--- config.mk ---
export PLATFORM = sky130hd
export DESIGN_NAME = ahb2_arbiter
export DESIGN_NICKNAME = d
export VERILOG_FILES = /design/src/rtl/ahb2_arbiter.sv
export SDC_FILE = /design/constraint.sdc
export NUM_CORES = 1
export LEC_CHECK = 0
export ABC_CLOCK_PERIOD_IN_PS = 2870
export BUFFER_PORTS_ARGS = -buffer_cell sky130_fd_sc_hd__buf_4
export CAP_MARGIN = 15
export CORE_MARGIN = 3
export CORE_UTILIZATION = 49
export DETAILED_ROUTE_END_ITERATION = 6
export GPL_ROUTABILITY_DRIVEN = 0
export PLACE_DENSITY = 0.77
export SLEW_MARGIN = 15
export SYNTH_ARGS = -nofsm -noshare
export SYNTH_HDL_FRONTEND = slang
export SYNTH_SLANG_ARGS = --single-unit
--- constraint.sdc ---
create_clock -name hclk -period 2.87 [get_ports hclk]
set_input_delay 0.1435 -clock hclk [delete_from_list [all_inputs] [get_ports hclk]]
set_output_delay 0.1435 -clock hclk [all_outputs]
set_load 0.03 [all_outputs]
--- src/rtl/ahb2_arbiter.sv ---
// AHB2 bus arbiter: one-hot grant, address/data-phase owner pipeline, burst-aware handover.
// Define AHB2_ARB_LOCK_EN to add hlock/hmastlock locked-transfer support.
module ahb2_arbiter #(
    parameter  int N_MST       = 4,
    parameter  int ARB_MODE    = 1,
    parameter  int DEFAULT_MST = 0,
    localparam int MST_W       = $clog2(N_MST)
) (
    input  logic             hclk,
    input  logic             hreset_n,
    input  logic [N_MST-1:0] hbusreq,
    input  logic [1:0]       htrans,
    input  logic [2:0]       hburst,
    input  logic             hready,
`ifdef AHB2_ARB_LOCK_EN
    input  logic [N_MST-1:0] hlock,
    output logic             hmastlock,
`endif
    output logic [N_MST-1:0] hgrant,
    output logic [MST_W-1:0] hmaster,
    output logic [MST_W-1:0] hmaster_d
);

    localparam logic [1:0]       HT_NONSEQ = 2'b10;
    localparam logic [1:0]       HT_SEQ    = 2'b11;
    localparam logic [MST_W-1:0] DEF_IDX   = MST_W'(DEFAULT_MST);
    // Fixed priority is a round-robin scan that always starts just above the top index.
    localparam logic [MST_W-1:0] FP_BASE   = MST_W'(N_MST - 1);

    function automatic logic [N_MST-1:0] onehot(input logic [MST_W-1:0] idx);
        logic [N_MST-1:0] v;
        v      = {N_MST{1'b0}};
        v[idx] = 1'b1;
        return v;
    endfunction

    function automatic logic [4:0] burst_load(input logic [2:0] burst);
        logic [4:0] v;
        case (burst)
            3'd2, 3'd3: v = 5'd3;
            3'd4, 3'd5: v = 5'd7;
            3'd6, 3'd7: v = 5'd15;
            default:    v = 5'd0;
        endcase
        return v;
    endfunction

    logic [N_MST-1:0] r_grant;
    logic [MST_W-1:0] r_gidx;
    logic [MST_W-1:0] r_hmaster;
    logic [MST_W-1:0] r_hmaster_d;
    logic [MST_W-1:0] r_ptr;
    logic [4:0]       r_cnt;

    logic [4:0]       w_cnt_nxt;
    logic             w_lock;
    logic             w_permit;
    logic [MST_W-1:0] w_base;
    logic [MST_W:0]   w_sum;
    logic [MST_W-1:0] w_cand;
    logic [MST_W-1:0] w_win;
    logic [MST_W-1:0] w_gidx_nxt;

`ifdef AHB2_ARB_LOCK_EN
    logic r_mastlock;
    assign w_lock    = hlock[r_gidx];
    assign hmastlock = r_mastlock;
`else
    assign w_lock    = 1'b0;
`endif

    // Beats remaining after the transfer presented this cycle is accepted.
    always_comb begin
        w_cnt_nxt = r_cnt;
        case (htrans)
            HT_NONSEQ: w_cnt_nxt = burst_load(hburst);
            HT_SEQ:    w_cnt_nxt = (r_cnt == 5'd0) ? 5'd0 : r_cnt - 5'd1;
            default:   w_cnt_nxt = r_cnt;
        endcase
    end

    // Scan downward so the candidate closest above the base wins.
    always_comb begin
        w_base = (ARB_MODE == 0) ? FP_BASE : r_ptr;
        w_win  = DEF_IDX;
        w_sum  = {(MST_W+1){1'b0}};
        w_cand = {MST_W{1'b0}};
        for (int k = N_MST; k >= 1; k--) begin
            w_sum  = {1'b0, w_base} + (MST_W+1)'(k);
            w_sum  = (w_sum >= (MST_W+1)'(N_MST)) ? (w_sum - (MST_W+1)'(N_MST)) : w_sum;
            w_cand = w_sum[MST_W-1:0];
            w_win  = hbusreq[w_cand] ? w_cand : w_win;
        end
    end

    // Handover only once the burst is on its final beat and the bus is not locked.
    always_comb begin
        w_permit = (w_cnt_nxt <= 5'd1) && !w_lock;
        if (w_permit) begin
            w_gidx_nxt = (|hbusreq) ? w_win : DEF_IDX;
        end else begin
            w_gidx_nxt = r_gidx;
        end
    end

    // Grant, ownership pipeline, burst counter and round-robin pointer.
    always_ff @(posedge hclk or negedge hreset_n) begin
        if (!hreset_n) begin
            r_grant     <= onehot(DEF_IDX);
            r_gidx      <= DEF_IDX;
            r_hmaster   <= DEF_IDX;
            r_hmaster_d <= DEF_IDX;
            r_ptr       <= DEF_IDX;
            r_cnt       <= 5'd0;
        end else if (hready) begin
            r_grant     <= onehot(w_gidx_nxt);
            r_gidx      <= w_gidx_nxt;
            r_hmaster   <= r_gidx;
            r_hmaster_d <= r_hmaster;
            r_cnt       <= w_cnt_nxt;
            if (w_permit && (|hbusreq)) begin
                r_ptr <= w_win;
            end
        end
    end

`ifdef AHB2_ARB_LOCK_EN
    // Lock indication travels with the address-phase owner.
    always_ff @(posedge hclk or negedge hreset_n) begin
        if (!hreset_n) begin
            r_mastlock <= 1'b0;
        end else if (hready) begin
            r_mastlock <= hlock[r_gidx];
        end
    end
`endif

    assign hgrant    = r_grant;
    assign hmaster   = r_hmaster;
    assign hmaster_d = r_hmaster_d;

endmodule

==> results of run 1 <==
## cell type report
type / count / area, µm² / share of cell area
Tap cell: 25 / 31.3 / 0.0254
Clock buffer: 4 / 26.3 / 0.0213
Inverter: 8 / 30.0 / 0.0244
Sequential cell: 17 / 427 / 0.346
Multi-Input combinational cell: 78 / 573 / 0.465
Timing Repair Buffer: 19 / 145 / 0.118
## synth_stat cells, drive strengths merged (2+ instances only)
master  instances  area share
a22o            2       0.017
dfrtp          16        0.39
nand3           3       0.015
and2            2       0.015
a21oi           4       0.019
o311ai          2       0.051
o221ai          3       0.025
nor2b           2       0.012
nand2b          5       0.038
a21boi          2       0.015
mux2            5       0.058
a21bo           2       0.019
nand2           9       0.035
o21ai          11       0.053
nor2            7       0.025
inv             8       0.029
## repair_timing
| action | CTS | global route |
|---|---|---|
| hold endpoints to repair | 17 | 0 |
| hold buffers | 1 | 0 |
| setup buffers | 0 | 0 |
## worst max-delay path, stage by stage, from the launching register on
cell	delay, ns
dfrtp_1	0.41
inv_1	0.10
ha_1	0.31
nand2b_4	0.10
o311ai_4	0.33
a311o_1	0.29
nand2_2	0.12
mux2_4	0.31
## per-layer routing
metal / vias up / global-route usage / wire, µm
met2: 21 / 0.282 / 1000
li1: 431 / - / -
met5: - / 0 / 0
met1: 432 / 0.255 / 1040
met4: 0 / 0.0393 / 18
met3: 2 / 0.0258 / 85
## path summary, 6_finish.rpt
kind                       startpoint        end  slack, ns  cells after the start
hold reg to reg             hgrant[3]  hgrant[3]       0.53                      2
setup reg to reg             r_cnt[1]  r_gidx[0]       0.78                      7
setup / recovery             r_cnt[1]  r_gidx[0]       0.78                      7
hold / removal              htrans[0]   r_cnt[4]       0.21                      3
max in group asynchronous    hreset_n  hgrant[0]       2.36                      2
min in group asynchronous    hreset_n  hgrant[2]       0.26                      2
## placed cells by master (no fill, tap or decap), types with 2 or more instances in the layout
cell / n
clkbuf_4: 3
mux2_2: 4
dfrtp_1: 16
buf_4: 18
nand2b_1: 4
o21ai_0: 11
a21oi_1: 4
a22o_1: 2
o221ai_1: 3
nor2b_1: 2
a21bo_2: 2
a21boi_0: 2
nand2_1: 8
inv_1: 8
nor2_1: 7
o311ai_4: 2
nand3_1: 3
## power groups by stage
stage	clock network (mW)	registers [mW]	logic (mW)
after floorplan	0	0.539	0.281
after global placement	0	0.443	0.540
after detailed placement	0	0.451	0.556
after CTS	0.122	0.446	0.559
after global routing	0.134	0.465	0.599
final	0.116	0.446	0.555
## through the flow
stage | utilization | worst slack (ns) | cell area, µm² | total power, mW
after floorplan | - | 1.05 | 1030 | 0.821
after global placement | 0.644 | 0.879 | 1200 | 0.983
after detailed placement | 0.644 | 0.810 | 1200 | 1.01
after CTS | 0.663 | 0.799 | 1230 | 1.13
after global routing | 0.663 | 0.632 | 1230 | 1.20
final | 0.663 | 0.783 | 1230 | 1.12
## sequential cells by signal (all words and copies together) (netlist names)
register / cells
r_ptr: 2
hmaster_d: 2
r_cnt: 5
hgrant: 4
hmaster: 2
r_gidx: 2
## kinds of logic after synthesis
family / share of synthesized area
AND/OR/NAND/NOR: 0.207
adder cells (fa/ha/maj): 0.0121
buffers and inverters: 0.0327
multiplexers: 0.0678
AO/OA/AOI/OAI: 0.268
flip-flops: 0.413
==> metrics.md, run 1 <==
| Metric | Value |
|---|---|
| Status | `finished, final reports clean` |
| Register area share after synthesis | `0.413` |
| WHS | `0.206 ns` |
| # diodes | `0` |
| CTS sink count | `17` |
| FILL cells | `147` |
| Static leakage | `0.554 nW` |
| H-Tree Depth | `1` |
| CP Max Fanout | `6` |
| First-pass GRT wire length | `3.64 mm` |
| Yosys warnings | `0` |
| DIE WIDTH | `51.9 µm` |
| Routed vias | `886` |
| Worst Max-Slew Pin Slew | `0.546 ns` |
| RSZ-0062 raised after global routing | `no` |
| Sw frac | `0.416` |
| Layout cells sized above 1 | `0.286` |
| Setup TNS | `0 ns` |
| Overall Global Routing Usage | `0.178` |
| CP arrival | `2.25 ns` |
| Sequential power share | `0.400` |
| Worst min path class | `in -> reg` |
| Dpl hpwl | `1.65 mm` |
| Synth Register Bits | `17` |
| Share of flip-flops with an asynchronous set or reset | `1.00` |
| Worst-skew pair later-pin latency | `0.27 ns` |
| Syn_area_per_cell | `9.94 µm²` |
| Largest net degree at the start of global routing | `18` |
| CTS-repair resized insts | `0` |
| Clk pwr share | `0.104` |
| Root buf cell | `clkbuf_4` |
| Ys flop type | `dfrtp_1` |
| TritonCTS clock tree | `built` |
| CORE AREA | `1860 µm²` |
| Drt total wl | `2.14 mm` |
| Crit path kind | `reg -> reg` |
| Switch Pwr | `0.464 mW` |
| Final hold violation count | `0` |
| Worst-case clock buffer depth | `2` |
| FP Rows | `15` |
| WL per Instance | `14.2 µm` |
| P_int | `0.653 mW` |
| Die area | `2700 µm²` |
| DRT antenna net count | `0` |
| Synthesis-to-finish area growth | `19.2%` |
| Worst Setup End Kind | `flip-flop` |
| Worst slew margin | `0.632` |
| Vias in the first global route | `824` |
| Power per cell area | `907 nW/µm²` |
| Post-Layout Cell Count | `151` |
| DRT iter0 DRCs | `18` |
| CTS buffer count | `3` |
| Reg clk slew, reported paths | `0.09 ns` |
| Max Slew Vio Count | `0` |
| Syn Nets | `117` |
| VDD IR-drop max | `0.634 mV` |
| Final period util | `0.727` |
| Post-synth EDFFs | `0` |
| Startpoint Class | `flip-flop` |
| Combinational power share | `0.497` |
| Yosys cell types | `41` |
| DRC viols | `0` |
| Fmax | `0.479 GHz` |
| Initial antenna violation count | `0` |
| Critical Path RT | `3.03 ns` |
| First-pass DRT Iterations | `4` |
| Vias per inst | `5.87` |
| Port Buffer Count | `18` |
| Worst Skew | `0.00488 ns` |
| Final Net Count | `140` |
| Post-Syn Area | `1030 µm²` |
| IO Count | `20` |
| Cells after Synth | `104` |
| Starting Density | `0.556` |
| GRT overflow | `0` |
| Crit path time final | `2.09 ns` |
| DP Cell Count | `146` |
| Endpoints failing setup | `0` |
| Die Y | `51.9 µm` |
| Max Cap Viol | `0` |
No activity file was read; power rests on OpenSTA's default activity.
==> run 2, diff against run 1 <==
--- a/config.mk
+++ b/config.mk
@@ -5,14 +5,14 @@
 export SDC_FILE = /design/constraint.sdc
 export NUM_CORES = 1
 export LEC_CHECK = 0
-export ABC_CLOCK_PERIOD_IN_PS = 2870
+export ABC_CLOCK_PERIOD_IN_PS = 1800
 export BUFFER_PORTS_ARGS = -buffer_cell sky130_fd_sc_hd__buf_4
 export CAP_MARGIN = 15
 export CORE_MARGIN = 3
-export CORE_UTILIZATION = 49
+export CORE_UTILIZATION = 48
 export DETAILED_ROUTE_END_ITERATION = 6
 export GPL_ROUTABILITY_DRIVEN = 0
-export PLACE_DENSITY = 0.77
+export PLACE_DENSITY = 0.79
 export SLEW_MARGIN = 15
 export SYNTH_ARGS = -nofsm -noshare
 export SYNTH_HDL_FRONTEND = slang
==> constraint.sdc (replaced) <==
create_clock -name hclk -period 1.8 [get_ports hclk]
set_input_delay 0.09 -clock hclk [delete_from_list [all_inputs] [get_ports hclk]]
set_output_delay 0.09 -clock hclk [all_outputs]
set_load 0.03 [all_outputs]
==> run 2 against run 1 <==
Effect of this change: clock power grew 76%; critical endpoint is now hgrant[3]; via count grew 1.5%; flip-flop and latch count is the same; clock skew shrank 0.00061 ns; combinational power grew 93%; clock-buffer cell count shrank 1; fmax grew 17%; critical path type unchanged; final area grew 11%; non-clock buffer count grew 9; setup slack lost 0.77 ns.
==> metrics.md, run 2 (synthesis gave the netlist of run 1 again) <==
| Metric | Value |
|---|---|
| Worst slew margin | `0.539` |
| GRT overflow | `0` |
| Crit path buf inv count | `2` |
| Dpl hpwl | `1.69 mm` |
| Startpoint Class | `flip-flop` |
| Slowest stage delay, CP | `0.40 ns` |
| DIE WIDTH | `52.4 µm` |
| CP arrival | `1.99 ns` |
| Worst Setup End Kind | `flip-flop` |
| Fmax | `0.559 GHz` |
| Final hold violation count | `0` |
| Setup TNS | `0 ns` |
| Worst-case clock buffer depth | `2` |
| FILL cells | `173` |
| WHS | `0.120 ns` |
| Vias in the first global route | `830` |
| CP Max Fanout | `6` |
| Initial antenna violation count | `0` |
| Endpoints failing setup | `0` |
| Reg clk slew, reported paths | `0.10 ns` |
| CTS sink count | `17` |
| Crit path kind | `reg -> reg` |
| Routed vias | `899` |
| Largest net degree at the start of global routing | `18` |
| IO Count | `20` |
| Port Buffer Count | `18` |
| Worst-skew pair later-pin latency | `0.28 ns` |
| Worst slack at placement | `-0.0663 ns` |
| Vias per inst | `5.55` |
| Top reg by flops | `r_cnt` |
| FP Rows | `16` |
| CORE AREA | `2000 µm²` |
| Fin area | `1370 µm²` |
| Die area | `2750 µm²` |
| # diodes | `0` |
| Worst Skew | `0.00427 ns` |
| Starting Density | `0.516` |
| Drt total wl | `2.45 mm` |
| Critical Path RT | `2.00 ns` |
| Max Cap Viol | `0` |
| H-Tree Depth | `1` |
| CTS buffer count | `3` |
| RSZ-0062 raised after global routing | `yes` |
| Crit-path cells | `inv_2, ha_4, and4bb_1, a21oi_1, a211oi_2, buf_4, nand3_4, o221ai_2` |
| WL per Instance | `15.1 µm` |
| DRC viols | `0` |
| Final period util | `0.994` |
| Static leakage | `0.608 nW` |
| Overall Global Routing Usage | `0.181` |
| TritonCTS clock tree | `built` |
| Power per cell area | `1460 nW/µm²` |
| First-pass GRT wire length | `3.77 mm` |
| Synthesis-to-finish area growth | `32.2%` |
| Crit path time final | `1.79 ns` |
| Most frequent cells in the layout | `buf_4 (27), dfrtp_1 (16), o21ai_0 (10), nand2_1 (8), nor2_1 (7)` |
| Worst min path class | `in -> reg` |
| Layout cells sized above 1 | `0.407` |
| DRT iter0 DRCs | `11` |
| Family with the most delay on the worst path | `compound AO/OA/AOI/OAI gates` |
| Status | `finished, final reports clean` |
| Placed cell area | `1260 µm²` |
| Die Y | `52.4 µm` |
| Flip-flop count of the largest register after layout | `5` |
| Post-Layout Cell Count | `162` |
| Worst Max-Slew Pin Slew | `0.685 ns` |
| Max Slew Vio Count | `0` |
| CP max-delay cell | `dfrtp_1` |
| DP Cell Count | `156` |
| Root buf cell | `clkbuf_4` |
| Final Net Count | `149` |
| DRT antenna net count | `0` |
| Final WS setup | `0.00992 ns` |
| First-pass DRT Iterations | `4` |
| Most common library cell in the layout ignoring fill and taps | `buf_4` |
| VDD IR-drop max | `1.07 mV` |
==> run 2: cell types whose count changed in the layout (fill, tap and decap cells not counted), sizes merged <==
cell    change
clkinv      +1
clkbuf      -1
buf         +9
==> run 2: cell type report <==
class                   instances  area [µm²]  area share
multi-input cells              78         636       0.465
flip-flops and latches         17         427       0.312
repair buffers                 28         213       0.156
well taps                      27        33.8      0.0247
inverters                       8        30.0      0.0220
clock buffers                   3        22.5      0.0165
clock inverters                 1        5.00     0.00366
==> run 2: where the power goes <==
group	internal [mW]	leakage [nW]	switching (mW)
logic	0.518	0.380	0.556
clock network	0.0824	0.0177	0.121
registers	0.546	0.210	0.168
==> run 2: per-stage QoR <==
step           utilization  power, mW
5_1_grt              0.683       2.12
4_1_cts              0.656       1.91
2_1_floorplan            -       1.31
3_3_place_gp         0.630       1.64
3_5_place_dp         0.630       1.68
6_report             0.683       1.99
==> run 2: timing repair <==
action	CTS	global route
hold buffers	1	0
buffers inserted	0	1
setup endpoints to repair	8	8
cloned	0	0
gates resized for setup	4	9
pin swaps	2	7
hold endpoints to repair	17	0
==> run 2: per-layer routing <==
layer / GRT usage / share of wire / up-vias
met5: 0 / 0 / -
met4: 0.0511 / 0.0069 / 0
met3: 0.0171 / 0.018 / 2
met2: 0.275 / 0.50 / 10
met1: 0.272 / 0.48 / 437
li1: - / - / 450
==> run 2: worst min-delay path, delay by kind of cell <==
kind	cells	cell delay, ns
AO/OA/AOI/OAI	2	0.14
buffers and inverters	1	0.13
==> run 2: worst paths after layout <==
kind,from,to,slack [ns],cells after the start
min reg2reg,hmaster_d[0],hmaster_d[0],0.53,1
min in group asynchronous,hreset_n,hgrant[1],0.20,2
max,r_cnt[1],hgrant[3],0.01,8
max reg2reg,r_cnt[1],hgrant[3],0.01,8
max in group asynchronous,hreset_n,hgrant[0],1.35,2
min,htrans[0],r_cnt[4],0.12,3
==> run 3, diff against run 2 <==
--- a/config.mk
+++ b/config.mk
@@ -8,11 +8,11 @@
 export ABC_CLOCK_PERIOD_IN_PS = 1800
 export BUFFER_PORTS_ARGS = -buffer_cell sky130_fd_sc_hd__buf_4
 export CAP_MARGIN = 15
-export CORE_MARGIN = 3
-export CORE_UTILIZATION = 48
+export CORE_UTILIZATION = 49
+export CTS_BUF_LIST = sky130_fd_sc_hd__clkbuf_8
 export DETAILED_ROUTE_END_ITERATION = 6
 export GPL_ROUTABILITY_DRIVEN = 0
-export PLACE_DENSITY = 0.79
+export PLACE_DENSITY = 0.8
 export SLEW_MARGIN = 15
 export SYNTH_ARGS = -nofsm -noshare
 export SYNTH_HDL_FRONTEND = slang
==> run 3 against run 2 <==
Effect of this change: final cell count grew 0.62%; fmax grew 0.70%; flip-flop and latch count is the same; setup slack gained 0.012 ns; register-to-register slack is essentially flat; power grew 3.7%; sequential power shrank 2%; final area grew 1.4%; first-iteration DRC count is the same; clock skew grew 0.00097 ns; clock power grew 37%; critical path type unchanged; global-route usage grew 4.5 points.
==> metrics.md, run 3 (synthesis gave the netlist of run 1 again) <==
| Metric | Value |
|---|---|
| CTS buffer count | `3` |
| First-pass GRT wire length | `3.50 mm` |
| Crit path kind | `reg -> reg` |
| Routed wl met3 | `109 µm` |
| CORE AREA | `1980 µm²` |
| CP arrival | `1.92 ns` |
| Placed cell area | `1260 µm²` |
| Root buf cell | `clkbuf_8` |
| RSZ-0062 raised after global routing | `yes` |
| Routed vias | `933` |
| Final hold violation count | `0` |
| Synthesis-to-finish area growth | `34.0%` |
| Startpoint Class | `flip-flop` |
| FP Rows | `16` |
| FILL cells | `152` |
| Initial antenna violation count | `0` |
| Worst min path class | `in -> reg` |
| Metal2 WL | `1.24 mm` |
| CP Max Fanout | `6` |
| Slowest stage delay, CP | `0.40 ns` |
| Endpoints failing setup | `0` |
| Critical Path RT | `1.94 ns` |
| H-Tree Depth | `1` |
| Min-delay src | `htrans[0]` |
| M1 WL | `1.05 mm` |
| First-pass DRT Iterations | `4` |
| Vias per inst | `5.72` |
| Largest net degree at the start of global routing | `18` |
| Power per cell area | `1490 nW/µm²` |
| Layout cells sized above 1 | `0.397` |
| DRT iter0 DRCs | `11` |
| Worst setup path start | `r_cnt[0]` |
| Worst Skew | `0.00524 ns` |
| Fmax | `0.563 GHz` |
| Vias in the first global route | `810` |
| Drt total wl | `2.44 mm` |
| Reg clk slew, reported paths | `0.06 ns` |
| Crit-path cells | `inv_2, ha_4, nand2b_4, o311ai_4, a311o_1, buf_6, nand3_4, a21bo_4` |
| Worst-case clock buffer depth | `2` |
| Reg2reg start | `r_cnt[0]` |
| Static leakage | `0.621 nW` |
| Fin area | `1390 µm²` |
| Worst Max-Slew Pin Slew | `0.645 ns` |
| Worst slew margin | `0.566` |
| WHS | `0.181 ns` |
| Most frequent cells in the layout | `buf_4 (27), dfrtp_1 (16), o21ai_0 (10), nand2_1 (8)` |
| WL per Instance | `15.0 µm` |
| # diodes | `0` |
| Flip-flop and latch area | `427 µm²` |
| Top reg by flops | `r_cnt` |
| Flip-flop count of the largest register after layout | `5` |
| DP Cell Count | `156` |
| CTS sink count | `17` |
| DRT antenna net count | `0` |
| VDD IR-drop max | `1.05 mV` |
| Dpl hpwl | `1.66 mm` |
| IO Count | `20` |
| Max layer used | `met4` |
| CP max-delay cell | `a311o_1` |
| Crit path time final | `1.78 ns` |
| Max Cap Viol | `0` |
| Multi-input gate area | `626 µm²` |
| Status | `finished, final reports clean` |
| Post-Layout Cell Count | `163` |
| Worst Setup End Kind | `flip-flop` |
| Final period util | `0.988` |
| Starting Density | `0.521` |
| Die Y | `47.9 µm` |
| Worst-skew pair later-pin latency | `0.25 ns` |
| DRC viols | `0` |
| Max Slew Vio Count | `0` |
| TritonCTS clock tree | `built` |
| Overall Global Routing Usage | `0.226` |
| Core Util, Final | `0.699` |
| DIE WIDTH | `47.9 µm` |
| GRT overflow | `0` |
| Die area | `2300 µm²` |
| Final Net Count | `150` |
| Most common library cell in the layout ignoring fill and taps | `buf_4` |
| Port Buffer Count | `18` |
==> run 3: path summary, 6_finish.rpt <==
| path | slack [ns] | to | cells past startpoint |
|---|---|---|---|
| max | 0.02 | r_gidx[1] | 8 |
| max in group asynchronous | 1.31 | hgrant[0] | 2 |
| min in group asynchronous | 0.23 | hgrant[3] | 2 |
| max reg2reg | 0.02 | r_gidx[1] | 8 |
| min reg2reg | 0.49 | hgrant[3] | 2 |
| min | 0.18 | r_cnt[4] | 3 |
==> run 3: worst max-delay path, delay by kind of cell, from the launching register on <==
kind | cells | cell delay, ns
AO/OA/AOI/OAI | 3 | 0.72
flip-flops | 1 | 0.36
buffers and inverters | 2 | 0.20
AND/OR/NAND/NOR | 2 | 0.19
adder cells (fa/ha/maj) | 1 | 0.18
==> run 3: repair_timing <==
item                                    in CTS  in global routing
endpoints found under the setup margin       8                  8
buffers inserted                             0                  2
endpoints found under the hold margin       17                  0
resized for setup                            3                  9
hold buffers                                 1                  0
pin swaps                                    3                  9
==> run 3: cell type report <==
class	count	share of cell area
inverter	8	0.0217
clock buffer	3	0.0298
clock inverter	1	0.00271
multi-input combinational	78	0.452
sequential	17	0.308
timing repair buffer	29	0.162
tap	27	0.0244
==> run 3: power by group <==
part | switching [mW] | total, mW | internal, mW
clock | 0.128 | 0.279 | 0.151
sequential | 0.151 | 0.698 | 0.547
combinational | 0.560 | 1.09 | 0.528
==> run 3: layer usage <==
metal	vias up	GRT usage
met2	25	0.368
li1	447	-
met5	-	0
met3	6	0.0566
met4	0	0.0833
met1	455	0.289
==> run 3: per-stage QoR <==
stage          setup slack [ns]  power (mW)  TNS, ns
2_1_floorplan           0.00455        1.31        0
3_3_place_gp            -0.0151        1.63  -0.0288
3_5_place_dp            -0.0493        1.67   -0.200
4_1_cts                 0.00555        1.98        0
5_1_grt                 -0.0534        2.19   -0.273
6_report                 0.0223        2.06        0
